File: src/rtl/pc_sequencer.sv
// Program-counter sequencer. It holds the PC, forms pc+4 with a two-level
// carry-lookahead adder, and decodes the jump and branch opcodes. It then
// selects the absolute target or the fall-through address as the next PC.

// 32-bit two-level carry-lookahead adder.
// Level one is eight 4-bit groups that produce group generate/propagate terms.
// Level two is a lookahead unit that forms every group carry-in directly from
// those terms. No carry-out is produced, so the sum wraps modulo 2^32.
module pc_cla_adder32 (
  input  logic [31:0] a,
  input  logic [31:0] b,
  input  logic        cin,
  output logic [31:0] sum
);

  logic [31:0] bit_g;
  logic [31:0] bit_p;
  logic [7:0]  grp_g;
  logic [7:0]  grp_p;
  logic [7:0]  grp_c;

  assign bit_g = a & b;
  assign bit_p = a ^ b;

  generate
    for (genvar gi = 0; gi < 8; gi++) begin : g_group
      logic [3:0] gg;
      logic [3:0] pp;
      logic [3:0] cc;

      assign gg = bit_g[gi*4 +: 4];
      assign pp = bit_p[gi*4 +: 4];

      // Group generate/propagate, exported to the second lookahead level.
      assign grp_g[gi] = gg[3] | (pp[3] & gg[2]) | (pp[3] & pp[2] & gg[1]) |
                         (pp[3] & pp[2] & pp[1] & gg[0]);
      assign grp_p[gi] = &pp;

      // In-group carries, all expanded from the group carry-in.
      assign cc[0] = grp_c[gi];
      assign cc[1] = gg[0] | (pp[0] & grp_c[gi]);
      assign cc[2] = gg[1] | (pp[1] & gg[0]) | (pp[1] & pp[0] & grp_c[gi]);
      assign cc[3] = gg[2] | (pp[2] & gg[1]) | (pp[2] & pp[1] & gg[0]) |
                     (pp[2] & pp[1] & pp[0] & grp_c[gi]);

      assign sum[gi*4 +: 4] = pp ^ cc;
    end
  endgenerate

  // Second-level lookahead: each group carry is a sum of products of the
  // group G/P terms and cin. These are flat terms and do not ripple from
  // group to group.
  always_comb begin
    grp_c    = '0;
    grp_c[0] = cin;
    for (int k = 1; k < 8; k++) begin
      logic c_acc;
      logic prod;
      c_acc = 1'b0;
      for (int j = 0; j < k; j++) begin
        prod = grp_g[j];
        for (int m = j + 1; m < k; m++) begin
          prod = prod & grp_p[m];
        end
        c_acc = c_acc | prod;
      end
      prod = cin;
      for (int m = 0; m < k; m++) begin
        prod = prod & grp_p[m];
      end
      grp_c[k] = c_acc | prod;
    end
  end

endmodule

// Parameterized-width equality comparator built from per-bit XNORs.
module pc_eq_cmp #(
  parameter int WIDTH = 6
) (
  input  logic [WIDTH-1:0] a,
  input  logic [WIDTH-1:0] b,
  output logic             eq
);

  logic [WIDTH-1:0] bit_eq;

  generate
    for (genvar gi = 0; gi < WIDTH; gi++) begin : g_bit
      assign bit_eq[gi] = ~(a[gi] ^ b[gi]);
    end
  endgenerate

  assign eq = &bit_eq;

endmodule

// Parameterized-width AND gate.
module pc_and_gate #(
  parameter int WIDTH = 4
) (
  input  logic [WIDTH-1:0] in,
  output logic             y
);

  assign y = &in;

endmodule

// Top level. The decoded function field is exposed as func_code.
module pc_sequencer #(
  parameter logic [31:0] INIT_ADDRESS = 32'h0000_0000
) (
  input  logic        clk,
  input  logic        reset,
  input  logic [31:0] instr,
  input  logic [1:0]  jump_type,
  input  logic        cond_src,
  input  logic [31:0] alu_out,
  input  logic [31:0] fpsr,
  input  logic [31:0] jump_reg,
  input  logic [31:0] iar,
  output logic [31:0] pc,
  output logic [31:0] pc_plus_four,
  output logic [5:0]  op_code,
  output logic [5:0]  func_code
);

  // The four jump opcodes, packed so a generate loop can slice one per comparator.
  localparam logic [23:0] JUMP_OPS = {6'h13, 6'h12, 6'h03, 6'h02};

  logic [31:0] pc_reg;
  logic [31:0] pc_next;
  logic [31:0] imm16;
  logic [31:0] imm26;
  logic [31:0] jump_pc;
  logic [3:0]  jump_hit;
  logic        is_jump;
  logic        is_branch;
  logic        branch_val;
  logic        take;
  logic        unused_bits;

  // Only bit 0 of the ALU result and of the FP status is a branch condition.
  assign unused_bits = &{1'b0, alu_out[31:1], fpsr[31:1]};

  assign pc      = pc_reg;
  assign op_code = instr[31:26];

  // Odd opcodes use a 5-bit function field; bit 5 reads as zero.
  assign func_code = op_code[0] ? {1'b0, instr[4:0]} : instr[5:0];

  assign imm16 = {{16{instr[15]}}, instr[15:0]};
  assign imm26 = {{6{instr[25]}}, instr[25:0]};

  pc_cla_adder32 u_inc (
    .a   (pc_reg),
    .b   (32'd4),
    .cin (1'b0),
    .sum (pc_plus_four)
  );

  generate
    for (genvar gi = 0; gi < 4; gi++) begin : g_jump_cmp
      pc_eq_cmp #(.WIDTH(6)) u_cmp (
        .a  (op_code),
        .b  (JUMP_OPS[gi*6 +: 6]),
        .eq (jump_hit[gi])
      );
    end
  endgenerate

  assign is_jump = |jump_hit;

  // Branch opcodes 0x04-0x07: the top three bits are clear and bit 2 is set.
  pc_and_gate #(.WIDTH(4)) u_branch_dec (
    .in ({~op_code[5], ~op_code[4], ~op_code[3], op_code[2]}),
    .y  (is_branch)
  );

  assign branch_val = cond_src ? alu_out[0] : fpsr[0];
  assign take       = is_jump | (is_branch & branch_val);

  // Absolute target select; no target is PC-relative.
  always_comb begin
    jump_pc = jump_reg;
    case (jump_type)
      2'b00:   jump_pc = jump_reg;
      2'b01:   jump_pc = imm16;
      2'b10:   jump_pc = imm26;
      default: jump_pc = iar;
    endcase
  end

  // Either take the selected target or fall through to pc+4.
  always_comb begin
    pc_next = pc_plus_four;
    if (take) begin
      pc_next = jump_pc;
    end
  end

  // The PC advances on every edge; a synchronous reset overrides any jump.
  always_ff @(posedge clk) begin
    if (reset) begin
      pc_reg <= INIT_ADDRESS;
    end else begin
      pc_reg <= pc_next;
    end
  end

endmodule

File: config.mk
export PLATFORM = sky130hd
export DESIGN_NAME = pc_sequencer
export DESIGN_NICKNAME = d
export VERILOG_FILES = /design/src/rtl/pc_sequencer.sv
export SDC_FILE = /design/constraint.sdc
export NUM_CORES = 1
export LEC_CHECK = 0
export ABC_AREA = 0
export CAP_MARGIN = 20
export CORE_MARGIN = 10
export CORE_UTILIZATION = 30
export CTS_BUF_LIST = sky130_fd_sc_hd__clkbuf_4
export DETAILED_ROUTE_END_ITERATION = 10
export HOLD_SLACK_MARGIN = 0.03
export PLACE_DENSITY = 0.73
export SETUP_SLACK_MARGIN = 0.15
export SLEW_MARGIN = 40
export SYNTH_ARGS = -nofsm -noshare
export SYNTH_HDL_FRONTEND = slang
export SYNTH_SLANG_ARGS = --single-unit
File: constraint.sdc
create_clock -name clk -period 3.4 [get_ports clk]
set_input_delay 0.51 -clock clk [delete_from_list [all_inputs] [get_ports clk]]
set_output_delay 0.51 -clock clk [all_outputs]
set_load 0.02 [all_outputs]
; ---- Word-level counts from Yosys, hierarchy flattened
; Index checks and enable logic that the tools add are counted.
[classes]
eq_ne = 2
mux = 4
bitwise = 65
n_reduce_logical = 13
[ops]
columns = cell, count
row1 = one-hot mux 32 bit (3 select lines), 1
row2 = bitwise AND 1 bit, 50
row3 = 2-to-1 mux 32 bit, 1
row4 = XOR 4 bit, 8
row5 = AND reduction 4 bit, 7
row6 = AND reduction 6 bit, 4
row7 = 2-to-1 mux 6 bit, 1
row8 = NOT 1 bit, 6
row9 = OR reduction 4 bit, 1
row10 = "equality test 2 x 1 -> 1 bit, second input constant", 1
row11 = "equality test 2 bit, second input constant", 1
row12 = zero test 2 bit, 1
row13 = 2-to-1 mux 1 bit, 1
row14 = bitwise OR 1 bit, 1
[word_totals]
reg_bits = 32
out_inout_bits = 76
wordCells = 85

; ---- Logic depth before layout (Yosys ltp)
; Gate-level depths: netlist of the first run.
[depth]
word_depth = 10
mapped_depth = 7
ltp_nobuf = 5

; ---- Hierarchy
; From an unflattened synthesis of the first run, not the netlist that was laid out.
[unflattened]
cells_unflattened = 418
hier_area_um2 = 3828.7
[by_module_without_submodules]
columns = mod, instances, cells_per_inst, area_per_inst_um2, seq_area_each_um2
row1 = pc_sequencer, 1, 217, 2148.3, 640.6
row2 = pc_cla_adder32, 1, 168, 1396.3, 0.0
row3 = pc_eq_cmp, 4, 8, 68.8, 0.0
row4 = pc_and_gate, 1, 1, 8.8, 0.0

; ---- Worst setup path after synthesis of the first run
; Ideal clock, no wire load.
[synth_timing]
kind = flip-flop to output port
start = register pc_reg[2], in the netlist pc[2]
end = output pc_plus_four[22]
t_arrival_ns = 2.249
t_required_ns = 2.890
setup_slack_ns = 0.641
path_stages_with_launch = 6
path_cell_list = dfxtp_1 ha_1 nand3_2 or4_1 or2_2 xnor2_1
[synth_between]
elab_chain_cells = 7
[synth_lines]
columns = element, line
row1 = from (decl), 132  ; logic [31:0] pc_reg;
row2 = from (signal assigned), 208  ; pc_reg <= pc_next;
row3 = bitwise AND 1 bit, 35  ; assign grp_g[gi] = gg[3] | (pp[3] & gg[2]) | (pp[3] & pp[2] & gg[1]) |
row4 = bitwise AND 1 bit (4 in a row), 63  ; prod = prod & grp_p[m];
row5 = bitwise AND 1 bit, 42  ; assign cc[2] = gg[1] | (pp[1] & gg[0]) | (pp[1] & pp[0] & grp_c[gi]);
row6 = XOR 4 bit, 46  ; assign sum[gi*4 +: 4] = pp ^ cc;
row7 = to (decl), 124  ; output logic [31:0] pc_plus_four,
; Every way passes these cells.

; ---- Worst setup path after layout of the first run
[layout_timing]
start = register pc_reg[2], in the netlist pc[2]
end = output pc_plus_four[25]
[layout_between]
elab_chain_cells = 8
[layout_lines]
columns = element, line
row1 = bitwise AND 1 bit, 35
row2 = bitwise AND 1 bit (5 in a row), 63
row3 = bitwise AND 1 bit, 41  ; assign cc[1] = gg[0] | (pp[0] & grp_c[gi]);
row4 = XOR 4 bit, 46
; Every way passes these cells.

==> results of run 1 <==
kinds of logic (layout without fill, tap and decap cells):
family	Yosys count	in the layout
flops	32	32
mux	46	46
xor+xnor	22	22
fa+ha+maj	2	2
simple gates	113	113
buf+inv	50	210
compound gates	73	73
worst min-delay path: stages, from the launching register on:
cell,delay (ns)
dfxtp_1,0.35
nand2_1,0.06
a21oi_1,0.05
through the flow:
step | util [%] | hold WS [ns] | area [um^2] | cells
finish | 50.36 | 0.4980 | 4877 | 631
global route | 50.36 | 0.5272 | 4877 | 631
CTS | 50.16 | 0.4977 | 4857 | 631
detailed placement | 49.53 | 0.4804 | 4797 | 622
global placement | 49.53 | 0.4726 | 4797 | 622
floorplan | - | 0.5468 | 2955 | 338
cell type report:
class / instances / area [um^2] / share of cell area, %
clock buffer: 6 / 45.04 / 0.9236
tap: 133 / 166.4 / 3.412
multi-input combinational: 256 / 2083 / 42.71
sequential: 32 / 641.9 / 13.16
timing repair buffer: 191 / 1891 / 38.76
inverter: 12 / 45.04 / 0.9236
clock inverter: 1 / 5.005 / 0.1026
repair_timing:
item / 4_1_cts / 5_1_grt
pin swaps: 1 / 0
gates resized for setup: 6 / 8
buffers inserted: 2 / 0
setup endpoints to repair: 12 / 11
synth_stat cells, types with 6 or more instances:
library cell,instances,share of area (%)
nand2_1,36,4.6
dfxtp_1,32,22
mux2i_1,21,7.1
mux4_2,16,12
clkbuf_1,15,1.9
buf_4,14,3.6
nand3_1,14,2.4
xnor2_1,14,4.1
o211ai_1,13,3.3
inv_1,12,1.5
a211oi_1,9,2.3
mux2_2,9,3.4
a21oi_1,8,1.4
nand4_1,8,1.7
nor4_1,8,1.7
o21ai_0,8,1.4
xor2_1,8,2.4
nor2_1,7,0.89
nor2b_1,7,1.5
nor3_1,7,1.2
a2111oi_0,6,1.8
buf_2,6,1.0
per-layer routing:
metal | GRT usage, % | wire length (um) | up-vias
li1 | - | - | 1600
met1 | 17.30 | 4867 | 1563
met2 | 28.94 | 6027 | 134
met3 | 5.905 | 909 | 16
met4 | 3.664 | 165 | 0
met5 | 0 | 0 | -
placed cells by master (no fill, tap or decap), types with 5 or more instances in the layout:
master | netlist | routed
nand2_1 | 36 | 36
a2111oi_0 | 6 | 6
buf_4 | 14 | 12
clkbuf_4 | 0 | 6
xnor2_1 | 14 | 14
or3_1 | 5 | 5
clkdlybuf4s50_1 | 0 | 166
nand3_1 | 14 | 13
mux2_2 | 9 | 9
dlymetal6s2s_1 | 0 | 5
inv_1 | 12 | 12
mux4_2 | 16 | 16
nor3_1 | 7 | 7
dfxtp_1 | 32 | 31
xor2_1 | 8 | 8
mux2i_1 | 21 | 21
nor2b_1 | 7 | 7
a21oi_1 | 8 | 7
nand4_1 | 8 | 8
o21ai_0 | 8 | 8
a31oi_1 | 5 | 5
nor4_1 | 8 | 8
nor2_1 | 7 | 7
o211ai_1 | 13 | 13
a211oi_1 | 9 | 9
a31o_2 | 5 | 5
power groups by stage:
| stage | sequential (mW) | combinational, mW | clock (mW) |
|---|---|---|---|
| final | 0.421 | 0.459 | 0.222 |
| after global routing | 0.426 | 0.492 | 0.242 |
| after CTS | 0.421 | 0.465 | 0.228 |
| after detailed placement | 0.429 | 0.465 | 0 |
| after global placement | 0.428 | 0.457 | 0 |
| after floorplan | 0.444 | 0.204 | 0 |
worst min path at each step:
stage,slack (ns),depth (start not counted),end
final,0.50,2,pc[0]$_SDFFE_PP0N_
after global routing,0.53,1,pc[2]$_SDFF_PP0_
after CTS,0.50,2,pc[0]$_SDFFE_PP0N_
after detailed placement,0.48,2,pc[0]$_SDFFE_PP0N_
after global placement,0.47,2,pc[1]$_SDFFE_PP0N_
after floorplan,0.55,2,pc[0]$_SDFFE_PP0N_
==> flow_summary.json, run 1 <==
{
  "drt_iter0_drc": 123,
  "synthMuxAreaShare_pct": 22.73,
  "p_switching_uw": 362.8,
  "power.leakage_nw": 1.868,
  "die_w_um": 119.3,
  "outcome": "completed",
  "hold_violations": 0,
  "clockBufferDepth": 2,
  "critPathBufInv": 1,
  "synth.distinct_cells": 48,
  "postSynthCellCount": 338,
  "wl_per_cell_um": 18.97,
  "cts_sinks": 32,
  "synthXorXnorAreaFrac_pct": 6.520,
  "min-delay-start": "pc[0]$_SDFFE_PP0N_",
  "setup_viol": 0,
  "diodes": 0,
  "slew_headroom_pct": 46.42,
  "critPathMostFrequentCell": "or4_1",
  "critical_path.endpoint": "pc_plus_four[25]",
  "tightest_slew_ns": 0.8028,
  "ff2ff_path_depth": 5,
  "r2r_slack_ns": 1.28,
  "rsz0062_at_grt": "true",
  "synth_top_family_by_area": "multiplexers",
  "power.density_nw_per_um2": 226.0,
  "r2r-start": "pc[2]$_SDFF_PP0_",
  "dpl.hpwl_um": 9644,
  "path_cells": "ha_1 -> nand3_2 -> or4_1 -> or4_1 -> nand2_1 -> dlygate4sd2_1",
  "avgSynthCellArea_um2": 8.744,
  "grt_pass1_vias": 3615,
  "comb_power_share_pct": 41.6,
  "grt_overflow": 0,
  "clk_pin_slew_worst_paths_ns": 0.11,
  "crit_fanout": 5,
  "fp.coreArea_um2": 9684,
  "cp.required_ns": 2.89,
  "synth_seq_cells": 32,
  "start_util_pct": 30.52,
  "pre_cts_ws_ns": 0.2025,
  "fin_skew_ns": 0.01199,
  "ys_warn_count": 0,
  "timing.rr.end": "pc[30]$_SDFF_PP0_",
  "critical_path.top_delay_family": "simple AND/OR/NAND/NOR gates",
  "cts_buffers": 5,
  "cts_tree": "yes",
  "post-route-period-util_pct": 92.66,
  "fin_total_pwr_mw": 1.102,
  "min_period_ns": 3.150,
  "grt_antenna_before_repair": 0,
  "vias": 3313,
  "worst_slack_ns": 0.2496,
  "synthFlopType": "dfxtp_1",
  "slowest_stage": "or4_1",
  "fin_nets": 665,
  "async_reset_ff_share_pct": 0,
  "largest_reg_flops": 32,
  "io_buffer_count": 178,
  "drc": 0,
  "max_freq_mhz": 317.4,
  "grt_max_degree": 33,
  "dieArea_um2": 14220,
  "firstDrtPassIters": 4,
  "cts.hold.buffers_added": 0,
  "avgViaCountPerCell": 5.250,
  "synth-edff-count": 0,
  "slew_violations": 0,
  "cp.arrival_ns": 2.64,
  "gp_congestion": 0.8229,
  "synth-compound-area-share_pct": 18.25,
  "routed_wl_um": 11970,
  "drive_gt1_share_pct": 13.25,
  "cpPeakStageDelay_ns": 0.59,
  "critPathKind": "register to output port",
  "startpoint": "pc[2]$_SDFF_PP0_",
  "grt_pass1_wl_um": 18610,
  "critPathLaunchType": "register",
  "ant_nets": 0,
  "synth-simple-area-share_pct": 21.59,
  "tns_ns": 0,
  "max_cap_violations": 0,
  "h-tree-depth": 2,
  "row_count": 36,
  "power.share.clock_pct": 20.2,
  "critical_path_depth": 6,
  "nFillCells": 927,
  "grt_usage_pct": 15.99,
  "syn2layout_area_growth_pct": 65.03,
  "synth-adder-area-share_pct": 0.8467,
  "p_sw_share_pct": 32.91,
  "die_y_um": 119.3,
  "ys_seq_area_share_pct": 21.68,
  "p_int_uw": 739.6,
  "syn_nets": 505,
  "netlist_area_um2": 2955,
  "hp-class": "register to register",
  "crit_path_end_kind": "output port",
  "seq_power_share_pct": 38.2,
  "peakVddDrop_mv": 0.09562,
  "io-pin-count": 241,
  "root_buffer": "clkbuf_4",
  "clock_latency_ns": 0.34
}
(Power assumes the default switching activity.)
==> run 2, diff against run 1 <==
--- a/config.mk
+++ b/config.mk
@@ -10,6 +10,7 @@
 export CORE_MARGIN = 10
 export CORE_UTILIZATION = 30
 export CTS_BUF_LIST = sky130_fd_sc_hd__clkbuf_4
+export CTS_CLUSTER_SIZE = 14
 export DETAILED_ROUTE_END_ITERATION = 10
 export HOLD_SLACK_MARGIN = 0.03
 export PLACE_DENSITY = 0.73
==> results of run 2 <==
No change in the layout: final DEF, timing and power equal those of run 1.
==> run 3, diff against run 2 <==
--- a/config.mk
+++ b/config.mk
@@ -10,7 +10,7 @@
 export CORE_MARGIN = 10
 export CORE_UTILIZATION = 30
 export CTS_BUF_LIST = sky130_fd_sc_hd__clkbuf_4
-export CTS_CLUSTER_SIZE = 14
+export CTS_CLUSTER_SIZE = 24
 export DETAILED_ROUTE_END_ITERATION = 10
 export HOLD_SLACK_MARGIN = 0.03
 export PLACE_DENSITY = 0.73
==> results of run 3 <==
No change in the layout: final DEF, timing and power equal those of run 1.
